## src/rtl/fp_cmp_pkg.sv

```systemverilog
// ============================================================================
// Module      : fp_cmp_pkg
// Description : Shared constants and the result-packing helper for the
//               floating-point compare arbiter.
// Revision    : 1.0 - initial release
// ============================================================================
`default_nettype none

package fp_cmp_pkg;

    localparam int CMP_AEB_BIT   = 0;
    localparam int CMP_AGB_BIT   = 1;
    localparam int CMP_ALB_BIT   = 2;
    localparam int CMP_UNORD_BIT = 3;
    localparam int CMP_RESULT_W  = 32;

    typedef struct packed {
        logic unord;
        logic alb;
        logic agb;
        logic aeb;
    } cmp_flags_t;

    function automatic logic [CMP_RESULT_W-1:0] cmp_pack_result(input cmp_flags_t f);
        logic [CMP_RESULT_W-1:0] r;
        r                = '0;
        r[CMP_AEB_BIT]   = f.aeb;
        r[CMP_AGB_BIT]   = f.agb;
        r[CMP_ALB_BIT]   = f.alb;
        r[CMP_UNORD_BIT] = f.unord;
        return r;
    endfunction

endpackage

`default_nettype wire

```

## src/rtl/fp_compare_arbiter_rr_arbiter.sv

```systemverilog
// ============================================================================
// Module      : rr_arbiter
// Description : Combinational round-robin picker: first asserted request at
//               or after the pointer, wrapping modulo NUM_REQ.
// Revision    : 1.0 - initial release
// ============================================================================
`default_nettype none

module rr_arbiter #(
    parameter  int NUM_REQ = 4,
    localparam int TAG_W   = $clog2(NUM_REQ)
) (
    input  logic [NUM_REQ-1:0] i_req,
    input  logic [TAG_W-1:0]   i_ptr,
    output logic [NUM_REQ-1:0] o_gnt,
    output logic [TAG_W-1:0]   o_idx,
    output logic               o_valid
);

    localparam logic [TAG_W:0] c_NUM = (TAG_W+1)'(NUM_REQ);

    // One extra bit so ptr+k (< 2*NUM_REQ) never overflows before the wrap.
    logic [TAG_W:0] w_pos;

    always_comb begin
        o_gnt   = '0;
        o_idx   = '0;
        o_valid = 1'b0;
        w_pos   = '0;
        for (int k = 0; k < NUM_REQ; k++) begin
            w_pos = {1'b0, i_ptr} + (TAG_W+1)'(k);
            if (w_pos >= c_NUM) begin
                w_pos = w_pos - c_NUM;
            end
            if (!o_valid && i_req[w_pos[TAG_W-1:0]]) begin
                o_valid                  = 1'b1;
                o_idx                    = w_pos[TAG_W-1:0];
                o_gnt[w_pos[TAG_W-1:0]]  = 1'b1;
            end
        end
    end

endmodule

`default_nettype wire

```

## src/rtl/fp_compare_arbiter.sv

```systemverilog
// ============================================================================
// Module      : fp_compare_arbiter
// Description : Round-robin sharing of one pipelined FP compare core between
//               NUM_REQ requesters, with a tag pipeline routing results back.
//               Optional macro FP_CMP_UNORDERED_EN adds the unordered flag.
// Revision    : 1.0 - initial release
// ============================================================================
`default_nettype none

module fp_compare_arbiter
    import fp_cmp_pkg::*;
#(
    parameter int NUM_REQ = 4,
    parameter int LATENCY = 2
) (
    input  logic                    clock,
    input  logic                    reset,
    input  logic [NUM_REQ-1:0]      req,
    input  logic [32*NUM_REQ-1:0]   req_dataa,
    input  logic [32*NUM_REQ-1:0]   req_datab,
    output logic [NUM_REQ-1:0]      gnt,
    output logic [NUM_REQ-1:0]      rsp_valid,
    output logic [CMP_RESULT_W-1:0] rsp_result,
    output logic                    cmp_clk_en,
    output logic [31:0]             cmp_dataa,
    output logic [31:0]             cmp_datab,
    input  logic                    cmp_aeb,
    input  logic                    cmp_agb,
    input  logic                    cmp_alb
);

    localparam int               TAG_W  = $clog2(NUM_REQ);
    localparam logic [TAG_W-1:0] c_LAST = TAG_W'(NUM_REQ - 1);

    logic [TAG_W-1:0]   r_ptr;
    logic [LATENCY:0]   r_vpipe;
    logic [TAG_W-1:0]   r_tag [0:LATENCY];
    logic [31:0]        r_dataa;
    logic [31:0]        r_datab;

    logic [NUM_REQ-1:0] w_arb_gnt;
    logic [TAG_W-1:0]   w_arb_idx;
    logic               w_arb_valid;
    logic               w_issue;
    logic [31:0]        w_sel_a;
    logic [31:0]        w_sel_b;
    logic               w_unord;
    cmp_flags_t         w_flags;

    rr_arbiter #(
        .NUM_REQ (NUM_REQ)
    ) u_rr_arbiter (
        .i_req   (req),
        .i_ptr   (r_ptr),
        .o_gnt   (w_arb_gnt),
        .o_idx   (w_arb_idx),
        .o_valid (w_arb_valid)
    );

    // Grants are suppressed while reset is held so no requester sees a
    // handshake that the cleared pipeline would never answer.
    assign w_issue = w_arb_valid & ~reset;
    assign gnt     = w_issue ? w_arb_gnt : '0;

    always_comb begin
        w_sel_a = '0;
        w_sel_b = '0;
        for (int i = 0; i < NUM_REQ; i++) begin
            if (w_arb_idx == TAG_W'(i)) begin
                w_sel_a = req_dataa[32*i +: 32];
                w_sel_b = req_datab[32*i +: 32];
            end
        end
    end

    always_ff @(posedge clock or posedge reset) begin
        if (reset) begin
            r_ptr   <= '0;
            r_vpipe <= '0;
            r_dataa <= '0;
            r_datab <= '0;
        end else begin
            r_vpipe <= {r_vpipe[LATENCY-1:0], w_issue};
            if (w_issue) begin
                r_ptr   <= (w_arb_idx == c_LAST) ? '0 : w_arb_idx + 1'b1;
                r_dataa <= w_sel_a;
                r_datab <= w_sel_b;
            end
        end
    end

    always_ff @(posedge clock or posedge reset) begin
        if (reset) begin
            for (int k = 0; k <= LATENCY; k++) begin
                r_tag[k] <= '0;
            end
        end else begin
            r_tag[0] <= w_arb_idx;
            for (int k = 1; k <= LATENCY; k++) begin
                r_tag[k] <= r_tag[k-1];
            end
        end
    end

    assign cmp_dataa  = r_dataa;
    assign cmp_datab  = r_datab;
    // Core runs whenever any operation is still travelling through it.
    assign cmp_clk_en = |r_vpipe;

`ifdef FP_CMP_UNORDERED_EN
    assign w_unord = ~(cmp_aeb | cmp_agb | cmp_alb);
`else
    assign w_unord = 1'b0;
`endif

    assign w_flags = {w_unord, cmp_alb, cmp_agb, cmp_aeb};

    always_comb begin
        rsp_valid  = '0;
        rsp_result = '0;
        if (r_vpipe[LATENCY]) begin
            rsp_valid[r_tag[LATENCY]] = 1'b1;
            rsp_result                = cmp_pack_result(w_flags);
        end
    end

endmodule

`default_nettype wire

```

## config.mk

```make
export PLATFORM = sky130hd
export DESIGN_NAME = fp_compare_arbiter
export DESIGN_NICKNAME = d
export VERILOG_FILES = /design/src/rtl/fp_cmp_pkg.sv /design/src/rtl/fp_compare_arbiter_rr_arbiter.sv /design/src/rtl/fp_compare_arbiter.sv
export SDC_FILE = /design/constraint.sdc
export NUM_CORES = 1
export LEC_CHECK = 0
export BUFFER_PORTS_ARGS = -buffer_cell sky130_fd_sc_hd__buf_2
export CAP_MARGIN = 20
export CORE_AREA = 2 2 145 147
export CTS_CLUSTER_SIZE = 14
export DETAILED_ROUTE_END_ITERATION = 8
export DIE_AREA = 0 0 147 149
export PLACE_DENSITY = 0.56
export SYNTH_ARGS = -nofsm -noshare
export SYNTH_HDL_FRONTEND = slang
export SYNTH_HIERARCHICAL = 1
export SYNTH_SLANG_ARGS = --single-unit
```

## constraint.sdc

```tcl
create_clock -name clock -period 7.8 [get_ports clock]
set_input_delay 0.78 -clock clock [delete_from_list [all_inputs] [get_ports clock]]
set_output_delay 0.78 -clock clock [all_outputs]
set_load 0.03 [all_outputs]
```

==> qor.yml <==
critical_path:
  cp_slowest_cell: "nor2b_4"
  critical_path_buf_inv_count: 3
  critPathArrivalTime_ns: 5.10
  worstPathRequired_ns: 8.03
  path_cells: "inv_1 -> ha_1 -> mux4_2 -> nor4b_4 -> nor2_1 -> a32o_1 -> ha_2 -> buf_4 -> nor2b_4 -> buf_4 -> a222oi_1 -> a221oi_1"
  reg2reg_to: "cmp_dataa[0]$_DFFE_PP0P_"
  crit_family: "simple AND/OR/NAND/NOR gates"
  endpoint: "cmp_dataa[0]$_DFFE_PP0P_"
  start_kind: "register"
  ff2ff_path_depth: 12
  crit_path_max_incr_delay_ns: 0.80
  startpoint: "r_ptr[0]$_DFFE_PP0P_"
  cp-end-kind: "register"
  r2r-start: "r_ptr[0]$_DFFE_PP0P_"
  cpMostUsedCell: "buf_4"
  rrSetupSlack_ns: 2.92
  cp_max_fo: 67
  crit_cells: 12
  crit_type: "reg2reg"
synth:
  synth_edf_count: 0
  ys_ff_latch: 75
  synth_area_um2: 4910
  postSynthAreaPerCell_um2: 10.1
  post-synth-top-area-cell: "dfrtp_1"
  ys_async_sr_fraction: 1.00
  synth.distinct_cells: 40
  yosys.area.top_type_share: 0.382
  synth-main-ff-cell: "dfrtp_1"
  synthTopCellsByArea: "dfrtp_1, a222oi_1, a221oi_1"
  ys_seq_area_frac: 0.382
  synthCells: 488
  yosysWarnings: 6
die:
  initial_core_util: 0.239
  dieHeight_um: 149
  die_w_um: 147
  dieArea_um2: 21900
  ios: 370
  row_count: 53
  core_um2: 20600
sta:
  hold_viol_final: 0
  tightest_slew_ns: 0.888
  timing.final.crit_share: 0.625
  rsz0062_at_grt: "no"
  slew_headroom: 0.407
  finalClockSkew_ns: 0.00704
  finalSetupViolCount: 0
  max_freq_ghz: 0.205
  tns_ns: 0
  post-route-min-period_ns: 4.88
  setup_slack_ns: 2.92
  drv_slew: 0
placed_design:
  pre_cts_slack_ns: 2.95
  place_inst: 1058
  io_buffers: 340
  dp_hpwl_mm: 13.5
  place_congestion: 0.788
pwr:
  p_total_uw: 3680
  p_sw_uw: 1850
  pwr-share-seq: 0.198
  power_density_nw_per_um2: 536
  share_comb_of_total_power: 0.685
  switching_share: 0.503
  p_int_uw: 1830
  p_leak_uw: 0.00329
  vdd_drop_max_mv: 0.288
  p_clk_frac: 0.117
clock_tree:
  cts_resized: 0
  clockBufferDepth: 2
  clkTransAtPathRegs_ns: 0.06
  cts-hold-fix-buffers: 0
  htreeDepth: 3
  cts_tree: "yes"
  numCtsBuffers: 9
  clk_latency_ns: 0.34
  root_buffer: "clkbuf_16"
  post_cts_buffers: 0
  cts.sinks: 75
routing:
  routedWlPerCell_um: 17.1
  viasPerCell: 5.02
  num_vias: 5389
  drtPass1Iterations: 9
  drcViolationCount: 0
  drt_iter0_drc: 511
  wirelength_mm: 18.4
  ant_nets: 0
global_routing:
  grt_max_degree: 69
  gr-total-overflow: 0
  grt_usage: 0.159
  antenna_found_initial: 0
  grt_pass1_wl_mm: 27.5
  grt_pass1_vias: 5229
cells_and_area:
  multi_input_area_um2: 2540
  final_util: 0.334
  drive_gt1_frac: 0.471
  nets: 1068
  fin_cells: 1073
  n_antenna_cell: 0
  register_area_um2: 1880
  syn2layout_area_growth_pct: 39.8
  n_fill_cell: 2154
run:
  maxCapViolCount: 0
min_path:
  hold_class: "reg2reg"
outcome:
  outcome: "completed"
-- synthesized netlist by cell type (all sizes together) (2+ instances only) --
master	count
mux2	2
a222oi	63
nand2	6
a22oi	8
ha	9
inv	9
buf	67
o21ai	5
and2	7
nand2b	2
a221oi	63
mux4	4
nor3b	2
dfrtp	75
o31ai	2
a21oi	4
nor2b	64
clkbuf	14
nor2	68
-- layout by cell type, fill, tap and decap left out, types with 4 or more instances in the layout --
| cell | n |
|---|---|
| a21oi_1 | 4 |
| a221oi_1 | 63 |
| a222oi_1 | 63 |
| a22oi_1 | 8 |
| and2_1 | 7 |
| buf_2 | 340 |
| buf_4 | 8 |
| clkbuf_16 | 9 |
| conb_1 | 29 |
| dfrtp_1 | 75 |
| ha_1 | 7 |
| inv_1 | 7 |
| nand2_1 | 6 |
| nor2_1 | 67 |
| nor2b_1 | 63 |
| o21ai_0 | 5 |
-- logic make-up (layout without fill, tap and decap cells) --
group           after synthesis  count (layout)  share of synthesized area
simple gates                157             157                      0.170
compound gates              149             149                      0.273
buf+inv                      90             372                      0.125
flops                        75              75                      0.382
fa+ha+maj                     9               9                     0.0229
mux                           7               7                     0.0265
other cells                   1              29                   0.000764
-- registers in the layout, indices dropped and copies added, names as in the netlist --
register and flops:
cmp_datab 32, r_ptr 2, cmp_dataa 32, r_vpipe 3, r_tag 6
-- layer usage --
layer | wire length, µm | GRT usage | share of wire | vias up
met2 | 8780 | 0.270 | 0.48 | 320
met5 | 0 | 0 | 0 | -
met3 | 1860 | 0.0431 | 0.10 | 24
met4 | 395 | 0.0630 | 0.021 | 0
li1 | - | - | - | 2477
met1 | 7360 | 0.193 | 0.40 | 2568
-- through the flow --
stage | cell area [µm²] | hold slack (ns)
3_3_place_gp | 6560 | 0.333
2_1_floorplan | 5020 | 0.331
3_5_place_dp | 6560 | 0.335
4_1_cts | 6870 | 0.349
5_1_grt | 6870 | 0.359
6_report | 6870 | 0.347
-- power by group through the flow --
stage	sequential, µW	combinational [µW]	clock, µW
5_1_grt	759	2740	468
3_3_place_gp	737	2510	0
2_1_floorplan	1060	1710	0
6_report	730	2520	430
4_1_cts	731	2530	452
3_5_place_dp	733	2530	0
-- worst min path at each step --
stage / start / to / depth (start not counted)
final: r_tag[5]$_DFF_PP0_ / r_tag[3]$_DFF_PP0_ / 0
after global routing: r_tag[5]$_DFF_PP0_ / r_tag[3]$_DFF_PP0_ / 0
after CTS: r_tag[2]$_DFF_PP0_ / r_tag[0]$_DFF_PP0_ / 0
after detailed placement: r_tag[2]$_DFF_PP0_ / r_tag[0]$_DFF_PP0_ / 0
after global placement: r_tag[3]$_DFF_PP0_ / r_tag[1]$_DFF_PP0_ / 0
after floorplan: r_tag[2]$_DFF_PP0_ / r_tag[0]$_DFF_PP0_ / 0
-- final cells by class --
type,instances,area share
Clock buffer,11,0.0368
Clock inverter,4,0.00729
Inverter,9,0.00547
Multi-Input combinational cell,351,0.370
Sequential cell,75,0.273
Tap cell,275,0.0501
Timing Repair Buffer,348,0.257
Power figures use the tool's default switching activity.
